--- config.mk ---
export PLATFORM = sky130hd
export DESIGN_NAME = wb_openram_multibank
export DESIGN_NICKNAME = d
export VERILOG_FILES = /design/src/rtl/wb_openram_multibank.sv
export SDC_FILE = /design/constraint.sdc
export NUM_CORES = 1
export LEC_CHECK = 0
export BUFFER_PORTS_ARGS = -buffer_cell sky130_fd_sc_hd__buf_2
export CAP_MARGIN = 20
export CORE_AREA = 2 2 96 98
export CTS_CLUSTER_SIZE = 40
export DETAILED_ROUTE_END_ITERATION = 6
export DIE_AREA = 0 0 98 100
export PLACE_DENSITY_LB_ADDON = 0.15
export SLEW_MARGIN = 20
export SYNTH_ARGS = -nofsm -noshare
export SYNTH_HDL_FRONTEND = slang
export SYNTH_SLANG_ARGS = --single-unit
--- constraint.sdc ---
create_clock -name wb_clk_i -period 2.4 [get_ports wb_clk_i]
set_clock_uncertainty 0.2 [all_clocks]
set_input_delay 0.48 -clock wb_clk_i [delete_from_list [all_inputs] [get_ports wb_clk_i]]
set_output_delay 0.48 -clock wb_clk_i [all_outputs]
set_load 0.005 [all_outputs]
--- src/rtl/wb_openram_multibank.sv ---
// ---------------------------------------------------------------------------
// wb_openram_multibank
//   Wishbone classic slave that maps an address window onto NUM_BANKS
//   OpenRAM single-port macros (port 0 RW). Every access is sequenced by a
//   registered IDLE -> ISSUE -> (WAIT) -> ACK state machine. In-window
//   addresses beyond the populated banks are acked with zero data and no
//   macro access.
//
// Ports
//   wb_clk_i, wb_rst_i      clock, synchronous active-high reset
//   wbs_stb_i/cyc_i/we_i    Wishbone strobe, cycle, write enable
//   wbs_sel_i, wbs_dat_i    byte lanes and write data
//   wbs_adr_i               byte address
//   wbs_ack_o, wbs_dat_o    single-cycle ack, read data (zero outside ack)
//   ram_clk0                macro clock (wb_clk_i)
//   ram_csb0                per-bank chip select, active low
//   ram_web0, ram_wmask0    shared write enable (active low), byte mask
//   ram_addr0, ram_din0     shared word address and write data
//   ram_dout0               packed read data, bank k at [32k+31:32k]
// ---------------------------------------------------------------------------
module wb_openram_multibank #(
  parameter logic [31:0] BASE_ADDR       = 32'h3000_0000,
  parameter logic [31:0] ADDR_MASK       = 32'hFFFF_F000,
  parameter int          NUM_BANKS       = 2,
  parameter int          BANK_ADDR_WIDTH = 8,
  parameter int          READ_LATENCY    = 1
) (
  input  logic                       wb_clk_i,
  input  logic                       wb_rst_i,
  input  logic                       wbs_stb_i,
  input  logic                       wbs_cyc_i,
  input  logic                       wbs_we_i,
  input  logic [3:0]                 wbs_sel_i,
  input  logic [31:0]                wbs_dat_i,
  input  logic [31:0]                wbs_adr_i,
  output logic                       wbs_ack_o,
  output logic [31:0]                wbs_dat_o,
  output logic                       ram_clk0,
  output logic [NUM_BANKS-1:0]       ram_csb0,
  output logic                       ram_web0,
  output logic [3:0]                 ram_wmask0,
  output logic [BANK_ADDR_WIDTH-1:0] ram_addr0,
  output logic [31:0]                ram_din0,
  input  logic [NUM_BANKS*32-1:0]    ram_dout0
);

  localparam int SEL_W = (NUM_BANKS > 1) ? $clog2(NUM_BANKS) : 1;
  localparam int CNT_W = 2;  // holds READ_LATENCY-1 for latencies 1..4

  typedef enum logic [1:0] {IDLE, ISSUE, WAIT, ACK} state_t;

  state_t                     state_q, state_d;
  logic [NUM_BANKS-1:0]       csb_q, csb_d;
  logic                       web_q, web_d;
  logic [3:0]                 wmask_q, wmask_d;
  logic [BANK_ADDR_WIDTH-1:0] addr_q, addr_d;
  logic [31:0]                din_q, din_d;
  logic                       ack_q, ack_d;
  logic [31:0]                dat_q, dat_d;
  logic [SEL_W-1:0]           bank_q, bank_d;
  logic                       we_q, we_d;
  logic [CNT_W-1:0]           cnt_q, cnt_d;
  logic                       abort_q, abort_d;

  // Address decode, only meaningful while IDLE.
  logic [31:0]      offset;
  logic [SEL_W-1:0] bank;
  logic             hit, bank_ok, req;
  logic [31:0]      rd_slice;

  assign offset   = (wbs_adr_i & ~ADDR_MASK) >> (BANK_ADDR_WIDTH + 2);
  assign bank     = offset[SEL_W-1:0];
  assign hit      = (wbs_adr_i & ADDR_MASK) == BASE_ADDR;
  assign bank_ok  = offset < 32'(NUM_BANKS);
  assign req      = wbs_stb_i & wbs_cyc_i & hit;
  assign rd_slice = ram_dout0[32*int'(bank_q) +: 32];

  always_comb begin
    state_d = state_q;
    csb_d   = csb_q;
    web_d   = web_q;
    wmask_d = wmask_q;
    addr_d  = addr_q;
    din_d   = din_q;
    bank_d  = bank_q;
    we_d    = we_q;
    cnt_d   = cnt_q;
    abort_d = abort_q;
    ack_d   = 1'b0;
    dat_d   = '0;

    case (state_q)
      IDLE: begin
        abort_d = 1'b0;
        if (req) begin
          if (bank_ok) begin
            csb_d       = '1;
            csb_d[bank] = 1'b0;
            web_d       = ~wbs_we_i;
            wmask_d     = wbs_we_i ? wbs_sel_i : 4'h0;
            addr_d      = wbs_adr_i[BANK_ADDR_WIDTH+1:2];
            din_d       = wbs_dat_i;
            bank_d      = bank;
            we_d        = wbs_we_i;
            state_d     = ISSUE;
          end else begin
            // Unpopulated bank: immediate zero-data ack, writes dropped.
            ack_d   = 1'b1;
            state_d = ACK;
          end
        end
      end

      ISSUE: begin
        // The macro samples at the end of this cycle; release it afterwards.
        csb_d   = '1;
        web_d   = 1'b1;
        abort_d = abort_q | ~wbs_cyc_i;
        if (we_q) begin
          ack_d   = wbs_cyc_i & ~abort_q;
          state_d = ACK;
        end else begin
          cnt_d   = CNT_W'(READ_LATENCY - 1);
          state_d = WAIT;
        end
      end

      WAIT: begin
        abort_d = abort_q | ~wbs_cyc_i;
        if (cnt_q != '0) begin
          cnt_d = cnt_q - 1'b1;
        end else begin
          // An abandoned cycle must not leak data onto wbs_dat_o.
          ack_d   = wbs_cyc_i & ~abort_q;
          dat_d   = ack_d ? rd_slice : 32'h0;
          state_d = ACK;
        end
      end

      ACK: begin
        state_d = IDLE;
      end

      default: state_d = IDLE;
    endcase
  end

  always_ff @(posedge wb_clk_i) begin
    if (wb_rst_i) begin
      state_q <= IDLE;
      csb_q   <= '1;
      web_q   <= 1'b1;
      wmask_q <= '0;
      addr_q  <= '0;
      din_q   <= '0;
      ack_q   <= 1'b0;
      dat_q   <= '0;
      bank_q  <= '0;
      we_q    <= 1'b0;
      cnt_q   <= '0;
      abort_q <= 1'b0;
    end else begin
      state_q <= state_d;
      csb_q   <= csb_d;
      web_q   <= web_d;
      wmask_q <= wmask_d;
      addr_q  <= addr_d;
      din_q   <= din_d;
      ack_q   <= ack_d;
      dat_q   <= dat_d;
      bank_q  <= bank_d;
      we_q    <= we_d;
      cnt_q   <= cnt_d;
      abort_q <= abort_d;
    end
  end

  assign ram_clk0   = wb_clk_i;
  assign ram_csb0   = csb_q;
  assign ram_web0   = web_q;
  assign ram_wmask0 = wmask_q;
  assign ram_addr0  = addr_q;
  assign ram_din0   = din_q;
  assign wbs_ack_o  = ack_q;
  assign wbs_dat_o  = dat_q;

endmodule

Word level (Yosys, flattened, before mapping)
Cells that the tools add are included.
W data, S select, Z words.

storage, ports and cells
  register bits = 87
  input bits = 137
  output and inout bits = 81
  logic and storage cells = 71

cells by class
  add/subtract/negate cells = 1
  magnitude comparators = 3
  equal/unequal tests = 9
  shift operators = 1
  muxes and demuxes = 23
  bitwise operators = 10
  reductions and logical operators = 12

operator list
  kind                    number
  $shiftx A64 B7 Y32      1
  $eq A20 B18 Y1 const B  1
  $mux W2                 7
  $ne A2 B2 Y1 const B    5
  $reduce_and A3 Y1       3
  $mux W1                 8
  $pmux W2 S2             2
  $pmux W2 S4             1
  $reduce_bool A2 Y1      4
  $not A1 Y1              5
  $eq A2 B2 Y1 const B    2
  $mux W4                 1
  $pmux W1 S2             2
  $reduce_or A4 Y1        1
  $and A1 B1 Y1           3
  $pmux W1 S3             1
  $eq A2 B1 Y1 const B    1
  $logic_not A2 Y1        1
  $lt A1 B2 Y1 const B    1
  $lt A2 B2 Y1 const B    1
  $not A2 Y2              1
  $reduce_and A2 Y1       1
  $reduce_or A2 Y1        1
  $sub A2 B1 Y2 const B   1
  other kinds (4)         4

Longest topological paths before layout
  depth after elaboration = 8
  gate-level depth with buffers = 9
  depth with buffers taken out = 6

==> reports/metrics.cfg <==
[run_status]
outcome=finished clean

[yosys]
async_reset_ff_share_pct=0
synth_edf_count=0
synthCells=404
yosysTopAreaCell=dfxtp_1
avgSynthCellArea_sq_um=9.02
yosysUniqueCellTypes=36
ys.flop_type=dfxtp_1
synth_area_leaders=dfxtp_1 (48%), mux2i_1 (9.9%), nand4_1 (7.4%), o21ai_0 (6.7%), a21oi_1 (6.6%)
syn-num-nets=546
ys_ff_latch=87
synth-seq-area-share_pct=47.8
yosysWarnings=0
syn_area_sq_um=3640
synth_top_area_share_pct=47.8

[drt]
initialDrtViolationCount=122
wl_per_cell_um=14.6
ant_nets=0
m1WireLength_um=4480
met3WireLength_um=932
first_pass_iters=4
highest_layer=met4
drc=0
met2WireLength_um=4950
vias=3732
wl_um=10500
via_per_inst=5.18

[floorplanning]
die-area_sq_um=9800
initial_core_util_pct=41.0
coreArea_sq_um=8890
pin_count=218
chipHeight_um=100
die_w_um=98
row_count=35

[pwr]
cellPowerDensity_nw_per_um2=658
total_power_mw=3.33
vdd_drop_max_mv=0.360
power.leakage_nw=2.23

[layout]
nets=746
final_cell_mix=buf_2 (215), dfxtp_1 (86), o21ai_0 (49)
fillers=862
syn_to_final_growth_pct=39.0
antennaDiodeCount=0
final_common_cell=buf_2
register_area_sq_um=1740
multiInputGateArea_sq_um=1690
drive_gt1_share_pct=41.7

[setup_path]
critPathCaptureType=output port
path_class=clk2out
worstSetupStartpoint=wb_clk_i
r2r-start=state_q[1]$_SDFFE_PP0P_
startpoint_type=clock port
crit_arrival_ns=1.54
critPathMaxFanout=2
required_ns=1.72

[worst_hold_path]
min_from=ram_dout0[13]
hold_class=in2reg

[cts]
ctsResizeCount=0
clk-insertion-delay-late_ns=0.45
cts_tree=built
post_cts_buffers=0
ctsHoldBuffers=0
clk_pin_slew_worst_paths_ns=0.09

[sta]
relSlewSlack_pct=65.0
hold_ws_ns=0.0522
rsz0062_at_grt=false
slew_viol_final=0
fin_tns_setup_ns=0
hold_viol=0
worst_pin_slew_ns=0.526
setup_violations=0

[placed_design]
dp_hpwl_um=7520
gp_congestion=0.774
numPortBuffers=215

[global_route]
grt_max_degree=46
grt_first_pass_wirelength_um=16100
grt_usage_pct=20.9
grt.overflow.total=0
grt_pass1_vias=3356
antenna_found_initial=0

[flow_run]
maxCapViolCount=0

## where the power goes
part           switching, mW  internal (mW)  leakage [nW]  total, mW
combinational          0.245          0.203          1.38      0.448
clock                  0.552          0.816         0.143       1.37
sequential            0.0218           1.50         0.702       1.52
## final timing paths
path | endpoint | slack, ns | cells past startpoint
min reg2reg | ram_addr0[3]$_SDFFE_PP0P_ | 0.27 | 2
max reg2reg | ram_csb0[1]$_SDFFE_PP1P_ | 0.39 | 7
min | wbs_dat_o[13]$_SDFF_PP0_ | 0.05 | 3
max | ram_clk0 | 0.18 | 3
## per-stage QoR
step / setup slack, ns / util [%] / area (sq um) / std cells
5_1_grt: 0.174 / 57.0 / 5060 / 720
2_1_floorplan: 0.409 / - / 3640 / 404
3_5_place_dp: 0.212 / 53.8 / 4780 / 701
4_1_cts: 0.178 / 57.0 / 5060 / 720
3_3_place_gp: 0.244 / 53.8 / 4780 / 701
6_report: 0.184 / 57.0 / 5060 / 720
## synthesized netlist by cell type (all sizes together) (2+ instances only)
| cell | n |
|---|---|
| nand2 | 9 |
| a21oi | 48 |
| nor3b | 2 |
| nand3 | 3 |
| clkbuf | 26 |
| nor4 | 4 |
| a311oi | 2 |
| or3 | 5 |
| and2 | 3 |
| and4 | 2 |
| inv | 4 |
| dfxtp | 87 |
| nand4 | 44 |
| ha | 5 |
| nand2b | 3 |
| buf | 15 |
| mux2i | 36 |
| nor3 | 7 |
| o21ai | 49 |
| and4bb | 2 |
| nor2 | 41 |
## cell type report
| type | count | share of cell area [%] |
|---|---|---|
| sequential | 87 | 34.4 |
| multi-input combinational | 272 | 33.4 |
| timing repair buffer | 226 | 23.4 |
| clock buffer | 14 | 3.43 |
| tap | 111 | 2.74 |
| clock inverter | 6 | 2.27 |
| inverter | 4 | 0.297 |
## critical path: stages
cell and delay [ns]:
clkbuf_8 0.11, clkbuf_8 0.11, buf_2 0.11
## flip-flops by register name, summed over array words and instances (netlist names)
signal,flops
ram_din0,32
wbs_dat_o,32
ram_addr0,8
ram_wmask0,4
cnt_q,2
ram_csb0,2
state_q,2
abort_q,1
bank_q,1
ram_web0,1
wbs_ack_o,1
we_q,1
## metal layers
metal	vias to the layer above	track usage, %
met5	-	0
met4	0	7.91
li1	1863	-
met1	1707	25.4
met3	11	8.50
met2	151	33.2
## cell families (layout without fill, tap and decap cells)
kind of cell / count (synthesis) / after routing / synth area share (%)
compound gates: 104 / 104 / 14.9
fa+ha+maj: 5 / 5 / 1.72
buf+inv: 45 / 250 / 5.77
flops: 87 / 87 / 47.8
simple gates: 127 / 127 / 20.0
mux: 36 / 36 / 9.89
No activity file was read; power rests on OpenSTA's default activity.
